[src/rtl/mux4x1_rr_arbiter.sv]
// rtl/mux4x1_rr_arbiter.sv - round-robin arbitrated 4:1 mux with hold limit and registered output stage (optional ARB_LOCK_EN)
`timescale 1ns/1ps
module mux4x1_rr_arbiter #(
  parameter int WIDTH    = 8,
  parameter int MAX_HOLD = 4
) (
  input  logic               clk,
  input  logic               rst,
  input  logic [3:0]         req,
  input  logic [4*WIDTH-1:0] din,
  input  logic               out_ready,
`ifdef ARB_LOCK_EN
  input  logic               lock,
`endif
  output logic [3:0]         gnt,
  output logic [1:0]         sel,
  output logic               out_valid,
  output logic [WIDTH-1:0]   out_data,
  output logic               busy
);

  typedef enum logic {
    ST_IDLE  = 1'b0,
    ST_GRANT = 1'b1
  } state_t;

  // Beat index that ends a grant: the MAX_HOLD-th accepted beat.
  localparam logic [7:0] HOLD_LAST = 8'(MAX_HOLD - 1);

  state_t             state_q, state_d;
  logic [3:0]         gnt_q, gnt_d;
  logic [1:0]         sel_q, sel_d;
  logic [1:0]         last_q, last_d;
  logic [7:0]         hold_cnt_q, hold_cnt_d;
  logic               out_valid_q, out_valid_d;
  logic [WIDTH-1:0]   out_data_q, out_data_d;

  logic               beat;
  logic               rel_grant;
  logic               hold_done;
  logic               lock_active;
  logic [1:0]         pick_idle;
  logic [1:0]         pick_rel;
  logic [WIDTH-1:0]   lane_sel;

`ifdef ARB_LOCK_EN
  assign lock_active = lock;
`else
  assign lock_active = 1'b0;
`endif

  // First asserted request in the order last+1, last+2, last+3, last (mod 4).
  // The previous owner is checked last so it only wins when it is alone.
  function automatic logic [1:0] rr_pick(input logic [3:0] r, input logic [1:0] last);
    logic [1:0] idx;
    logic [1:0] pick;
    logic       found;
    pick  = last;
    found = 1'b0;
    for (int i = 1; i <= 4; i++) begin
      idx = last + 2'(i);
      if (!found && r[idx]) begin
        pick  = idx;
        found = 1'b1;
      end
    end
    return pick;
  endfunction

  // 4:1 data mux steered by the registered select.
  always_comb begin
    lane_sel = din[WIDTH-1:0];
    case (sel_q)
      2'd0: lane_sel = din[0*WIDTH +: WIDTH];
      2'd1: lane_sel = din[1*WIDTH +: WIDTH];
      2'd2: lane_sel = din[2*WIDTH +: WIDTH];
      2'd3: lane_sel = din[3*WIDTH +: WIDTH];
      default: lane_sel = din[WIDTH-1:0];
    endcase
  end

  // Candidate winners: from the current pointer (IDLE) and from the owner
  // being released, so a release re-arbitrates without an idle bubble.
  always_comb begin
    pick_idle = rr_pick(req, last_q);
    pick_rel  = rr_pick(req, sel_q);
  end

  // Next-state logic: arbitration, beat acceptance, hold counting and release.
  always_comb begin
    state_d     = state_q;
    gnt_d       = gnt_q;
    sel_d       = sel_q;
    last_d      = last_q;
    hold_cnt_d  = hold_cnt_q;
    out_valid_d = 1'b0;
    out_data_d  = out_data_q;
    beat        = 1'b0;
    hold_done   = 1'b0;
    rel_grant   = 1'b0;

    case (state_q)
      ST_IDLE: begin
        if (req != 4'b0000) begin
          state_d    = ST_GRANT;
          gnt_d      = 4'b0001 << pick_idle;
          sel_d      = pick_idle;
          hold_cnt_d = 8'd0;
        end
      end

      ST_GRANT: begin
        beat = req[sel_q] && out_ready;
        // >= keeps the limit effective if lock let the count run past it.
        hold_done = beat && (hold_cnt_q >= HOLD_LAST) && !lock_active;
        rel_grant = !req[sel_q] || hold_done;

        if (beat) begin
          out_valid_d = 1'b1;
          out_data_d  = lane_sel;
          if (hold_cnt_q != 8'hFF) begin
            hold_cnt_d = hold_cnt_q + 8'd1;
          end
        end

        if (rel_grant) begin
          last_d     = sel_q;
          hold_cnt_d = 8'd0;
          if (req != 4'b0000) begin
            gnt_d = 4'b0001 << pick_rel;
            sel_d = pick_rel;
          end else begin
            state_d = ST_IDLE;
            gnt_d   = 4'b0000;
          end
        end
      end

      default: begin
        state_d = ST_IDLE;
        gnt_d   = 4'b0000;
      end
    endcase
  end

  // State and output registers with synchronous active-high reset.
  always_ff @(posedge clk) begin
    if (rst) begin
      state_q     <= ST_IDLE;
      gnt_q       <= 4'b0000;
      sel_q       <= 2'd0;
      last_q      <= 2'd3;
      hold_cnt_q  <= 8'd0;
      out_valid_q <= 1'b0;
      out_data_q  <= '0;
    end else begin
      state_q     <= state_d;
      gnt_q       <= gnt_d;
      sel_q       <= sel_d;
      last_q      <= last_d;
      hold_cnt_q  <= hold_cnt_d;
      out_valid_q <= out_valid_d;
      out_data_q  <= out_data_d;
    end
  end

  assign gnt       = gnt_q;
  assign sel       = sel_q;
  assign out_valid = out_valid_q;
  assign out_data  = out_data_q;
  assign busy      = (state_q == ST_GRANT);

endmodule
[config.mk]
export PLATFORM = sky130hd
export DESIGN_NAME = mux4x1_rr_arbiter
export DESIGN_NICKNAME = d
export VERILOG_FILES = /design/src/rtl/mux4x1_rr_arbiter.sv
export SDC_FILE = /design/constraint.sdc
export NUM_CORES = 1
export LEC_CHECK = 0
export ABC_AREA = 1
export ABC_CLOCK_PERIOD_IN_PS = 2500
export CELL_PAD_IN_SITES_DETAIL_PLACEMENT = 1
export CELL_PAD_IN_SITES_GLOBAL_PLACEMENT = 2
export CORE_MARGIN = 2
export CORE_UTILIZATION = 27
export CTS_BUF_LIST = sky130_fd_sc_hd__clkbuf_4 sky130_fd_sc_hd__clkbuf_8
export CTS_CLUSTER_DIAMETER = 150
export DETAILED_ROUTE_END_ITERATION = 6
export GPL_ROUTABILITY_DRIVEN = 0
export HOLD_SLACK_MARGIN = 0.02
export PLACE_DENSITY_LB_ADDON = 0.05
export SLEW_MARGIN = 20
export SYNTH_ARGS = -nofsm -noshare
export SYNTH_HDL_FRONTEND = slang
export SYNTH_SLANG_ARGS = --single-unit
[constraint.sdc]
create_clock -name clk -period 2.5 [get_ports clk]
set_input_delay 0.5 -clock clk [delete_from_list [all_inputs] [get_ports clk]]
set_output_delay 0.5 -clock clk [all_outputs]
set_load 0.1 [all_outputs]
==> run metrics <==
area of the mapped netlist 0.00179 sq mm; Peak VDD IR 0.000632 V; Pint 1.35 mW; hold buffers post-CTS 0; Crit-path slowest cell dfxtp_2; CP Capture Type register; Yosys cell types 31; critical path's top delay family simple AND/OR/NAND/NOR gates; Final Max Slew Viols 0; CTS tree yes; Die ar. 0.00729 sq mm; RSZ-0062 raised after global routing no; core area 0.00639 sq mm; Diodes inserted 0; largest net degree at the start of global routing 17; fraction of layout cells with a size suffix above 1 0.167; synth warn 0; nets 374; first-pass GRT wire length 9180 um; crit path cell chain inv_1 -> ha_1 -> inv_1 -> nand3_1 -> nand2_1 -> nor2_1 -> nand3_1 -> nand2_1 -> nand2_1 -> nor2_1 -> nor2_1 -> nor2_1; Die W 85.4 um; Worst Path Required 2720 ps; Hold EP hold_cnt_q[5]$_SDFFE_PP0P_; Initial Utilization 0.280; Pleak 1.17 nW; total global-route track usage 0.156; Reg clk slew, reported paths 90 ps; FF-to-FF setup slack 420 ps; via count 1909; wire per inst 13.9 um; Vias/cell 4.70; clk sinks 26; commonest non-fill, non-tap cell in the layout nand2_1; Syn Inst Count 275; total gr overflow 0; Site Rows 29; Slew HR 0.644; final instance area 0.00244 sq mm; worst r2r path cells 12; hold path depth 2; Yosys reg bits 26; RR Endpoint gnt[2]$_SDFFE_PP0P_; clk buf depth 2; initial antenna violation count 0; ranking of synthesized cells by area dfxtp_1 (29%), nand2_1 (17%), nand3_1 (7.8%), inv_1 (5.2%), nor2_1 (5.0%); most frequent cells in the layout nand2_1 (81), clkdlybuf4s50_1 (38), nand3_1 (28); Synth top area share 0.291; DRC errors left 0; combinational power share 0.693; Setup-failing EPs final 0; Max FO, Critical Path 8; Reg power frac 0.193; placed cell areas 0.00237 sq mm; drt initial violations 55; Clock Tree Root clkbuf_8; Post-DRT Antenna Nets 0; max frequency 480 MHz; post-synth top area cell dfxtp_1; outcome finished clean; NetSw 1.71 mW; clock share of power 0.114; setup tns final 0 ps; worst r2r src sel[1]$_SDFFE_PP0P_; PD cells 1250 mW/mm^2; Seq/Total Area, Yosys 0.291; Inserted Clock Buffers 3; postcts setup bufs 0; # port buffers 54; final hold viol count 0; Buf/Inv on CP 2; Final Core Density 0.382; Startpoint Class register; Switching Share 0.559; H-tree levels 1; max incr delay on CP 410 ps; Final Cycle Share 0.833; hpwl dp 4570 um; worst hold path class reg2reg; crit path DAT 2300 ps; Post-Syn Nets 319; max_cap viols 0; Syn Area/Cell 6.50 sq um; final setup skew 1.61 ps; Die Ht 85.4 um; Detailed Routing Iterations Pass 1 4; Slew @ Worst Pin 533 ps; cts repair resizes 0; Final Critical Period 2080 ps; CP most frequent cell nor2_1; clk_lat worst skew 270 ps; vias in the first global route 1870; Worst Setup Path Type reg2reg; Post-Route WL 5650 um; IO Pins 55; synthesis-to-layout area growth 36.5%; min-delay src hold_cnt_q[5]$_SDFFE_PP0P_
[cell type report]
class / count / area (sq um)
Tap cell: 77 / 96.3
Multi-Input combinational cell: 209 / 1090
Fill cell: 815 / 3950
Sequential cell: 26 / 522
Timing Repair Buffer: 59 / 538
Clock inverter: 1 / 30.0
Clock buffer: 3 / 41.3
Inverter: 31 / 119
[worst register-to-register path: stages, from the launching register on]
cell and delay [ps]:
dfxtp_2 410, inv_1 180, ha_1 390, inv_1 70, nand3_1 100, nand2_1 90
nor2_1 150, nand3_1 150, nand2_1 110, nand2_1 70, nor2_1 160, nor2_1 70
nor2_1 80
[flip-flops by register name (all words and copies together), names as in the netlist]
register	count
hold_cnt_q	8
out_data	8
gnt	4
last_q	2
sel	2
busy	1
out_valid	1
[worst max path at each step]
| stage | start | to | slack, ps | cells after the start |
|---|---|---|---|---|
| global route | sel[1]$_SDFFE_PP0P_ | gnt[0]$_SDFFE_PP0P_ | 200 | 14 |
| detailed placement | req[2] | gnt[0]$_SDFFE_PP0P_ | 200 | 10 |
| floorplan | sel[0]$_SDFFE_PP0P_ | sel[1]$_SDFFE_PP0P_ | 8 | 13 |
| CTS | sel[1]$_SDFFE_PP0P_ | gnt[2]$_SDFFE_PP0P_ | 420 | 13 |
| finish | sel[1]$_SDFFE_PP0P_ | gnt[2]$_SDFFE_PP0P_ | 420 | 12 |
| global placement | req[3] | gnt[1]$_SDFFE_PP0P_ | 240 | 10 |
[synthesized netlist by cell type, drive strengths merged]
cell	number
o21bai	1
nand3	32
a22o	8
nor2	26
o21ai	15
nand4	4
buf	4
nor3	3
nand2	95
a21oi	7
o22ai	9
clkinv	1
dfxtp	26
inv	30
and2	1
clkbuf	5
o211ai	3
ha	5
[per-layer routing]
metal / up-vias / wire length (um) / GRT usage
met5: - / 0 / 0
met1: 862 / 3130 / 0.240
li1: 1006 / - / -
met4: 0 / 48 / 0.0346
met2: 37 / 2230 / 0.229
met3: 4 / 238 / 0.0195
[logic make-up (layout without fill, tap and decap cells)]
| family | after synthesis | count (layout) | synth area share |
|---|---|---|---|
| AO/OA/AOI/OAI | 43 | 43 | 0.163 |
| adder cells (fa/ha/maj) | 5 | 5 | 0.0350 |
| buffers and inverters | 40 | 94 | 0.0966 |
| flip-flops | 26 | 26 | 0.291 |
| AND/OR/NAND/NOR | 161 | 161 | 0.414 |
[power groups by stage]
stage               Clock, mW  Sequential (mW)  Combinational (mW)
floorplan                   0             1.06                1.17
global placement            0            0.598                2.13
detailed placement          0            0.601                2.13
CTS                     0.363            0.593                2.14
global route            0.380            0.605                2.34
finish                  0.350            0.591                2.12
[metrics by stage]
stage	hold slack (ps)	std cells	worst slack (ps)	power, mW
after floorplan	419	275	7.72	2.24
after global routing	468	406	196	3.33
after global placement	429	402	240	2.73
after CTS	446	406	418	3.10
after detailed placement	431	402	203	2.73
final	442	406	417	3.06
Note: power is estimated with default switching activity, not from simulation.
